## src/rtl/ce_debounce.sv

```systemverilog
// ce_debounce: clock-enable driven button debouncer.
// A raw asynchronous button level is synchronized on every clock, then
// qualified only on CE strobes: a new level must be seen on N_STABLE
// consecutive strobes before it is accepted. The block produces the
// debounced level, single-cycle rise/fall strobes and an auto-repeat
// strobe while the button stays pressed. All outputs are registered.
module ce_debounce #(
    parameter int N_STABLE   = 20,
    parameter int REPEAT_DLY = 500,
    parameter int REPEAT_PER = 100,
    parameter int CNT_W      = 16
) (
    input  logic clk,
    input  logic rst,
    input  logic ce,
    input  logic btn_in,
    output logic btn_out,
    output logic btn_rise,
    output logic btn_fall,
    output logic btn_rep
);

    // Debounce states: BTN_OUT is 0 in LOW/W_HIGH and 1 in HIGH/W_LOW.
    typedef enum logic [1:0] {
        ST_LOW    = 2'd0,
        ST_W_HIGH = 2'd1,
        ST_HIGH   = 2'd2,
        ST_W_LOW  = 2'd3
    } state_t;

    localparam logic [CNT_W-1:0] N_STABLE_C   = CNT_W'(N_STABLE);
    localparam logic [CNT_W-1:0] REPEAT_DLY_C = CNT_W'(REPEAT_DLY);
    localparam logic [CNT_W-1:0] REPEAT_PER_C = CNT_W'(REPEAT_PER);
    // A single qualifying sample is enough: skip the waiting states.
    localparam bit               SINGLE_C     = (N_STABLE == 1);
    // A zero initial delay turns auto-repeat off entirely.
    localparam bit               REP_EN_C     = (REPEAT_DLY != 0);

    // Synchronizer stages.
    logic             sync_1_r;
    logic             sync_2_r;

    // FSM and counters.
    state_t           state_r;
    state_t           state_s;
    logic [CNT_W-1:0] cnt_r;
    logic [CNT_W-1:0] cnt_s;
    logic [CNT_W-1:0] rep_cnt_r;
    logic [CNT_W-1:0] rep_cnt_s;
    logic             rep_armed_r;
    logic             rep_armed_s;

    // Registered outputs.
    logic             btn_out_r;
    logic             btn_out_s;
    logic             rise_r;
    logic             rise_s;
    logic             fall_r;
    logic             fall_s;
    logic             rep_r;
    logic             rep_s;

    // Helper terms.
    logic             held_s;
    logic [CNT_W-1:0] cnt_inc_s;
    logic             stable_hit_s;
    logic [CNT_W-1:0] rep_cnt_inc_s;
    logic [CNT_W-1:0] rep_target_s;
    logic             rep_hit_s;

    // The button is considered held for auto-repeat in HIGH and W_LOW.
    assign held_s        = (state_r == ST_HIGH) || (state_r == ST_W_LOW);
    assign cnt_inc_s     = cnt_r + CNT_W'(1);
    assign stable_hit_s  = (cnt_inc_s == N_STABLE_C);
    // With auto-repeat disabled the repeat counter is pinned at zero.
    assign rep_cnt_inc_s = REP_EN_C ? (rep_cnt_r + CNT_W'(1)) : CNT_W'(0);
    // First pulse waits REPEAT_DLY ticks, later pulses REPEAT_PER ticks.
    assign rep_target_s  = rep_armed_r ? REPEAT_PER_C : REPEAT_DLY_C;
    assign rep_hit_s     = REP_EN_C && held_s && (rep_cnt_inc_s == rep_target_s);

    // Two-flop synchronizer on the raw button, running on every clock.
    always_ff @(posedge clk) begin
        if (rst) begin
            sync_1_r <= 1'b0;
            sync_2_r <= 1'b0;
        end else begin
            sync_1_r <= btn_in;
            sync_2_r <= sync_1_r;
        end
    end

    // Next-state, counter and pulse computation; only CE edges advance.
    always_comb begin
        state_s     = state_r;
        cnt_s       = cnt_r;
        rep_cnt_s   = rep_cnt_r;
        rep_armed_s = rep_armed_r;
        btn_out_s   = btn_out_r;
        rise_s      = 1'b0;
        fall_s      = 1'b0;
        rep_s       = 1'b0;

        if (ce) begin
            // Auto-repeat advances on every CE while held; a pulse reloads it.
            if (held_s) begin
                if (rep_hit_s) begin
                    rep_cnt_s   = CNT_W'(0);
                    rep_armed_s = 1'b1;
                    rep_s       = 1'b1;
                end else begin
                    rep_cnt_s   = rep_cnt_inc_s;
                end
            end else begin
                rep_cnt_s   = CNT_W'(0);
                rep_armed_s = 1'b0;
            end

            case (state_r)
                ST_LOW: begin
                    if (sync_2_r) begin
                        if (SINGLE_C) begin
                            state_s     = ST_HIGH;
                            btn_out_s   = 1'b1;
                            rise_s      = 1'b1;
                            cnt_s       = CNT_W'(0);
                            rep_cnt_s   = CNT_W'(0);
                            rep_armed_s = 1'b0;
                        end else begin
                            state_s = ST_W_HIGH;
                            cnt_s   = CNT_W'(1);
                        end
                    end else begin
                        cnt_s = CNT_W'(0);
                    end
                end
                ST_W_HIGH: begin
                    if (!sync_2_r) begin
                        // Bounce: drop back without any strobe.
                        state_s = ST_LOW;
                        cnt_s   = CNT_W'(0);
                    end else if (stable_hit_s) begin
                        state_s     = ST_HIGH;
                        btn_out_s   = 1'b1;
                        rise_s      = 1'b1;
                        cnt_s       = CNT_W'(0);
                        rep_cnt_s   = CNT_W'(0);
                        rep_armed_s = 1'b0;
                    end else begin
                        cnt_s = cnt_inc_s;
                    end
                end
                ST_HIGH: begin
                    if (!sync_2_r) begin
                        if (SINGLE_C) begin
                            // Release accepted at once; FALL wins over REP.
                            state_s     = ST_LOW;
                            btn_out_s   = 1'b0;
                            fall_s      = 1'b1;
                            rep_s       = 1'b0;
                            cnt_s       = CNT_W'(0);
                            rep_cnt_s   = CNT_W'(0);
                            rep_armed_s = 1'b0;
                        end else begin
                            state_s = ST_W_LOW;
                            cnt_s   = CNT_W'(1);
                        end
                    end else begin
                        cnt_s = CNT_W'(0);
                    end
                end
                ST_W_LOW: begin
                    if (sync_2_r) begin
                        // Bounce: back to HIGH, repeat timing continues.
                        state_s = ST_HIGH;
                        cnt_s   = CNT_W'(0);
                    end else if (stable_hit_s) begin
                        // Release accepted; FALL wins over a coincident REP.
                        state_s     = ST_LOW;
                        btn_out_s   = 1'b0;
                        fall_s      = 1'b1;
                        rep_s       = 1'b0;
                        cnt_s       = CNT_W'(0);
                        rep_cnt_s   = CNT_W'(0);
                        rep_armed_s = 1'b0;
                    end else begin
                        cnt_s = cnt_inc_s;
                    end
                end
                default: begin
                    state_s     = ST_LOW;
                    btn_out_s   = 1'b0;
                    cnt_s       = CNT_W'(0);
                    rep_cnt_s   = CNT_W'(0);
                    rep_armed_s = 1'b0;
                end
            endcase
        end else begin
            // No strobe: hold everything, pulses stay low.
            state_s   = state_r;
            btn_out_s = btn_out_r;
        end
    end

    // State, counter and output registers; reset has priority over CE.
    always_ff @(posedge clk) begin
        if (rst) begin
            state_r     <= ST_LOW;
            cnt_r       <= CNT_W'(0);
            rep_cnt_r   <= CNT_W'(0);
            rep_armed_r <= 1'b0;
            btn_out_r   <= 1'b0;
            rise_r      <= 1'b0;
            fall_r      <= 1'b0;
            rep_r       <= 1'b0;
        end else begin
            state_r     <= state_s;
            cnt_r       <= cnt_s;
            rep_cnt_r   <= rep_cnt_s;
            rep_armed_r <= rep_armed_s;
            btn_out_r   <= btn_out_s;
            rise_r      <= rise_s;
            fall_r      <= fall_s;
            rep_r       <= rep_s;
        end
    end

    assign btn_out  = btn_out_r;
    assign btn_rise = rise_r;
    assign btn_fall = fall_r;
    assign btn_rep  = rep_r;

endmodule

```

## config.mk

```make
export PLATFORM = sky130hd
export DESIGN_NAME = ce_debounce
export DESIGN_NICKNAME = d
export VERILOG_FILES = /design/src/rtl/ce_debounce.sv
export SDC_FILE = /design/constraint.sdc
export NUM_CORES = 1
export LEC_CHECK = 0
export ABC_CLOCK_PERIOD_IN_PS = 3060
export CELL_PAD_IN_SITES_DETAIL_PLACEMENT = 0
export CELL_PAD_IN_SITES_GLOBAL_PLACEMENT = 2
export CORE_UTILIZATION = 37
export CTS_CLUSTER_SIZE = 8
export DETAILED_ROUTE_END_ITERATION = 12
export PLACE_DENSITY_LB_ADDON = 0.08
export REMOVE_ABC_BUFFERS = 1
export SETUP_SLACK_MARGIN = 0.05
export SLEW_MARGIN = 20
export SYNTH_ARGS = -nofsm -noshare
export SYNTH_HDL_FRONTEND = slang
export SYNTH_SLANG_ARGS = --single-unit
```

## constraint.sdc

```tcl
create_clock -name clk -period 3.06 [get_ports clk]
set_input_delay 0.306 -clock clk [delete_from_list [all_inputs] [get_ports clk]]
set_output_delay 0.306 -clock clk [all_outputs]
set_load 0.005 [all_outputs]
```

==> load_flow_metrics.sql, run 1 <==
INSERT INTO impl_metrics (metric_group, metric, value, unit) VALUES
('status', 'outcome', 'finished clean', ''),
('timing', 'timing.slew.headroom', '0.562', ''),
('timing', 'clock_skew', '0.0121', 'ns'),
('synth', 'synth.distinct_cells', '59', ''),
('cells_and_area', 'final_net_count', '348', ''),
('synth', 'post-synth-top-area-cell', 'dfxtp_1', ''),
('clocking', 'clock_tree.root_cell', 'clkbuf_8', ''),
('pwr', 'cellInternalPower', '872', 'µW'),
('floorplanning', 'pin_count', '8', ''),
('clocking', 'cts_max_path_buffers', '2', ''),
('timing', 'period_needed', '2.71', 'ns'),
('pwr', 'switching_share', '0.208', ''),
('critical_path', 'slowest_delay', '0.48', 'ns'),
('placement', 'post-place-ws', '0.125', 'ns'),
('timing', 'timing.final.hold_violations', '0', ''),
('critical_path', 'r2r_start', 'rep_cnt_r[2]', ''),
('clocking', 'tritoncts_clock_tree', 'built', ''),
('min_path', 'hold_path_end', 'sync_2_r', ''),
('clocking', 'worst_skew_pair.late_latency', '0.29', 'ns'),
('pwr', 'clock_power_share', '0.476', ''),
('min_path', 'holdCritPathClass', 'reg2reg', ''),
('critical_path', 'critical_path.startpoint_type', 'register', ''),
('pwr', 'p_seq_frac', '0.488', ''),
('clocking', 'cts_num_sinks', '41', ''),
('floorplanning', 'floorplan.die_area', '7560', 'µm²'),
('timing', 'timing.final.setup_violations', '0', ''),
('timing', 'worst_pin_slew', '0.655', 'ns'),
('cells_and_area', 'ff_latch_area', '821', 'µm²'),
('critical_path', 'worst_r2r_endpoint', 'rep_cnt_r[5]', ''),
('synth', 'post_synth_inst_count', '330', ''),
('routing', 'drt_iter0_drc', '118', ''),
('synth', 'synth.yosys.warnings', '0', ''),
('critical_path', 'worst-path-buf-inv', '1', ''),
('placement', 'gpl.final_weighted_congestion', '0.779', ''),
('timing', 'final-max-slew-violation-count', '0', ''),
('critical_path', 'path_delay_family', 'compound AO/OA/AOI/OAI gates', ''),
('critical_path', 'critical_path.slowest_cell', 'or3_1', ''),
('floorplanning', 'fp.dieW', '87.0', 'µm'),
('min_path', 'hold_path.startpoint', 'sync_1_r', ''),
('clocking', 'clock_tree.htree_level_count', '2', ''),
('routing', 'drt-total-wl', '7130', 'µm'),
('routing', 'routedWlPerCell', '16.3', 'µm'),
('floorplanning', 'placementRows', '30', ''),
('placement', 'io_buffer_count', '7', ''),
('clocking', 'cts.reportedPaths.clkPinSlew', '0.09', 'ns'),
('synth', 'synth_largest_type_area_fraction', '0.307', ''),
('routing', 'routed_antenna_nets', '0', ''),
('cells_and_area', 'nFillCells', '721', ''),
('critical_path', 'worstRegToRegCells', '8', ''),
('synth', 'synth_flop_cell', 'dfxtp_1', ''),
('grt', 'grt_pass1_vias', '2309', ''),
('cells_and_area', 'diodes', '0', ''),
('pwr', 'ir_worst_vdd', '0.162', 'mV'),
('clocking', 'tritoncts_buffers', '5', ''),
('critical_path', 'crit_required', '3.24', 'ns'),
('routing', 'detail_route.first_pass.iterations', '4', ''),
('pwr', 'total_switching_power', '229', 'µW'),
('synth', 'synthTopCellsByArea', 'dfxtp_1, nand2_1, nand4_1', ''),
('floorplanning', 'floorplan.core_area', '6870', 'µm²'),
('cells_and_area', 'multiInputGateArea', '1700', 'µm²'),
('synth', 'yosys_register_bits', '41', ''),
('min_path', 'timing.hold.worst_path_depth', '1', ''),
('clocking', 'cts_post_setup_buffers_inserted', '0', ''),
('grt', 'grt_start_max_net_pins', '26', ''),
('timing', 'fin_tns_setup', '0', 'ns'),
('routing', 'vias_per_cell', '5.54', ''),
('pwr', 'p_leak', '1.02', 'nW'),
('placement', 'dp_hpwl', '5200', 'µm'),
('critical_path', 'cp_data_arrival_time', '2.89', 'ns'),
('critical_path', 'critPathKind', 'reg2reg', ''),
('clocking', 'cts-resized-gates', '0', '');
==> sequential cells by signal, summed over array words and instances, names as in the netlist, named ones only <==
register / flops
cnt_r: 16
rep_cnt_r: 16
btn_fall: 1
btn_out: 1
btn_rep: 1
btn_rise: 1
rep_armed_r: 1
state_r: 1
sync_1_r: 1
sync_2_r: 1
==> cell type report <==
class	instances	share of cell area
multi-input combinational	254	0.560
clock inverter	3	0.0214
tap	96	0.0395
clock buffer	5	0.0226
inverter	13	0.0160
timing repair buffer	26	0.0700
sequential	41	0.270
==> through the flow <==
stage / std cells / power, mW / area [µm²] / hold slack (ns) / utilization
final: 438 / 1.10 / 3040 / 0.455 / 0.443
after global routing: 438 / 1.14 / 3040 / 0.473 / 0.443
after CTS: 438 / 1.12 / 3030 / 0.460 / 0.442
after detailed placement: 430 / 0.589 / 2900 / 0.431 / 0.422
after global placement: 430 / 0.589 / 2900 / 0.427 / 0.422
after floorplan: 308 / 0.564 / 2570 / 0.375 / -
==> synth_stat cells, drive strengths merged (2+ instances only) <==
master and instances:
dfxtp 41, nand2 38, nand3 24, nor2 22
nand4 21, a21oi 18, buf 12, inv 12
nor3 11, o21ai 11, clkbuf 10, o211ai 9
xnor2 9, or3 8, a31oi 7, mux2i 7
nor4 7, and2 5, and3 5, or2 5
or4 5, nor2b 4, a2111oi 3, a22o 3
a32o 3, ha 3, nor3b 3, o31ai 3
xor2 3, a21o 2, nand4b 2, nor4b 2
o221a 2
==> worst reg2reg max path: stages (launching register included) <==
cell and delay, ns:
dfxtp_1 0.46, nand3_1 0.37, or3_1 0.48, a211o_1 0.33, a2111oi_4 0.45, a21oi_4 0.08, buf_4 0.22, o211ai_1 0.12
o31ai_1 0.09
==> placed cells by master, fill, tap and decap left out, drive strengths merged, types with 2 or more instances in the layout <==
master / count
a21o: 2
o31ai: 3
o21ai: 11
nor2: 22
a2111oi: 3
o221a: 2
nand4: 21
or3: 8
inv: 12
xor2: 3
clkbuf: 5
nor3b: 3
clkinv: 2
a31oi: 7
dfxtp: 41
nand4b: 2
or4: 5
or2: 5
nor4b: 2
a21oi: 18
nor4: 7
mux2i: 7
nor2b: 4
o211ai: 9
xnor2: 9
nand2: 38
clkdlybuf4s50: 7
nand3: 24
and3: 5
and2: 5
bufinv: 2
ha: 3
a22o: 3
a32o: 3
nor3: 11
buf: 19
==> logic make-up after synthesis <==
| logic type | Yosys count | share of synthesized area |
|---|---|---|
| mux | 8 | 0.0318 |
| compound gates | 67 | 0.201 |
| flops | 41 | 0.307 |
| buf+inv | 35 | 0.0576 |
| simple gates | 164 | 0.348 |
| fa+ha+maj | 3 | 0.0141 |
| xor+xnor | 12 | 0.0393 |
==> layer usage <==
| metal | track usage | share of wire | vias up |
|---|---|---|---|
| li1 | - | - | 1240 |
| met1 | 0.258 | 0.48 | 1162 |
| met2 | 0.365 | 0.49 | 22 |
| met3 | 0.0256 | 0.016 | 4 |
| met4 | 0.0591 | 0.011 | 0 |
| met5 | 0 | 0 | - |
==> worst max-delay path by stage <==
stage	startpoint	end	slack, ns	cells past startpoint
4_1_cts	cnt_r[0]	cnt_r[2]	0.1	9
5_1_grt	rep_cnt_r[2]	rep_cnt_r[9]	0.12	8
2_1_floorplan	cnt_r[0]	cnt_r[11]	0.45	8
6_report	rep_cnt_r[2]	rep_cnt_r[5]	0.35	8
3_3_place_gp	cnt_r[0]	cnt_r[2]	0.21	9
3_5_place_dp	cnt_r[0]	cnt_r[2]	0.13	9
==> power by group through the flow <==
stage,Combinational (mW),Clock [mW],Sequential (mW)
2_1_floorplan,0.0148,0,0.549
3_3_place_gp,0.0394,0,0.550
3_5_place_dp,0.0397,0,0.550
4_1_cts,0.0398,0.542,0.537
5_1_grt,0.0440,0.556,0.538
6_report,0.0401,0.524,0.537
Note: power is estimated with default switching activity, not from simulation.
==> run 2: changes to the inputs <==
--- a/config.mk
+++ b/config.mk
@@ -6,15 +6,15 @@
 export NUM_CORES = 1
 export LEC_CHECK = 0
 export ABC_CLOCK_PERIOD_IN_PS = 3060
+export CAP_MARGIN = 15
 export CELL_PAD_IN_SITES_DETAIL_PLACEMENT = 0
 export CELL_PAD_IN_SITES_GLOBAL_PLACEMENT = 2
 export CORE_UTILIZATION = 37
-export CTS_CLUSTER_SIZE = 8
+export CTS_CLUSTER_SIZE = 14
 export DETAILED_ROUTE_END_ITERATION = 12
 export PLACE_DENSITY_LB_ADDON = 0.08
 export REMOVE_ABC_BUFFERS = 1
 export SETUP_SLACK_MARGIN = 0.05
-export SLEW_MARGIN = 20
 export SYNTH_ARGS = -nofsm -noshare
 export SYNTH_HDL_FRONTEND = slang
 export SYNTH_SLANG_ARGS = --single-unit
==> results of run 2 <==
No change in the layout: final DEF, timing and power equal those of run 1.
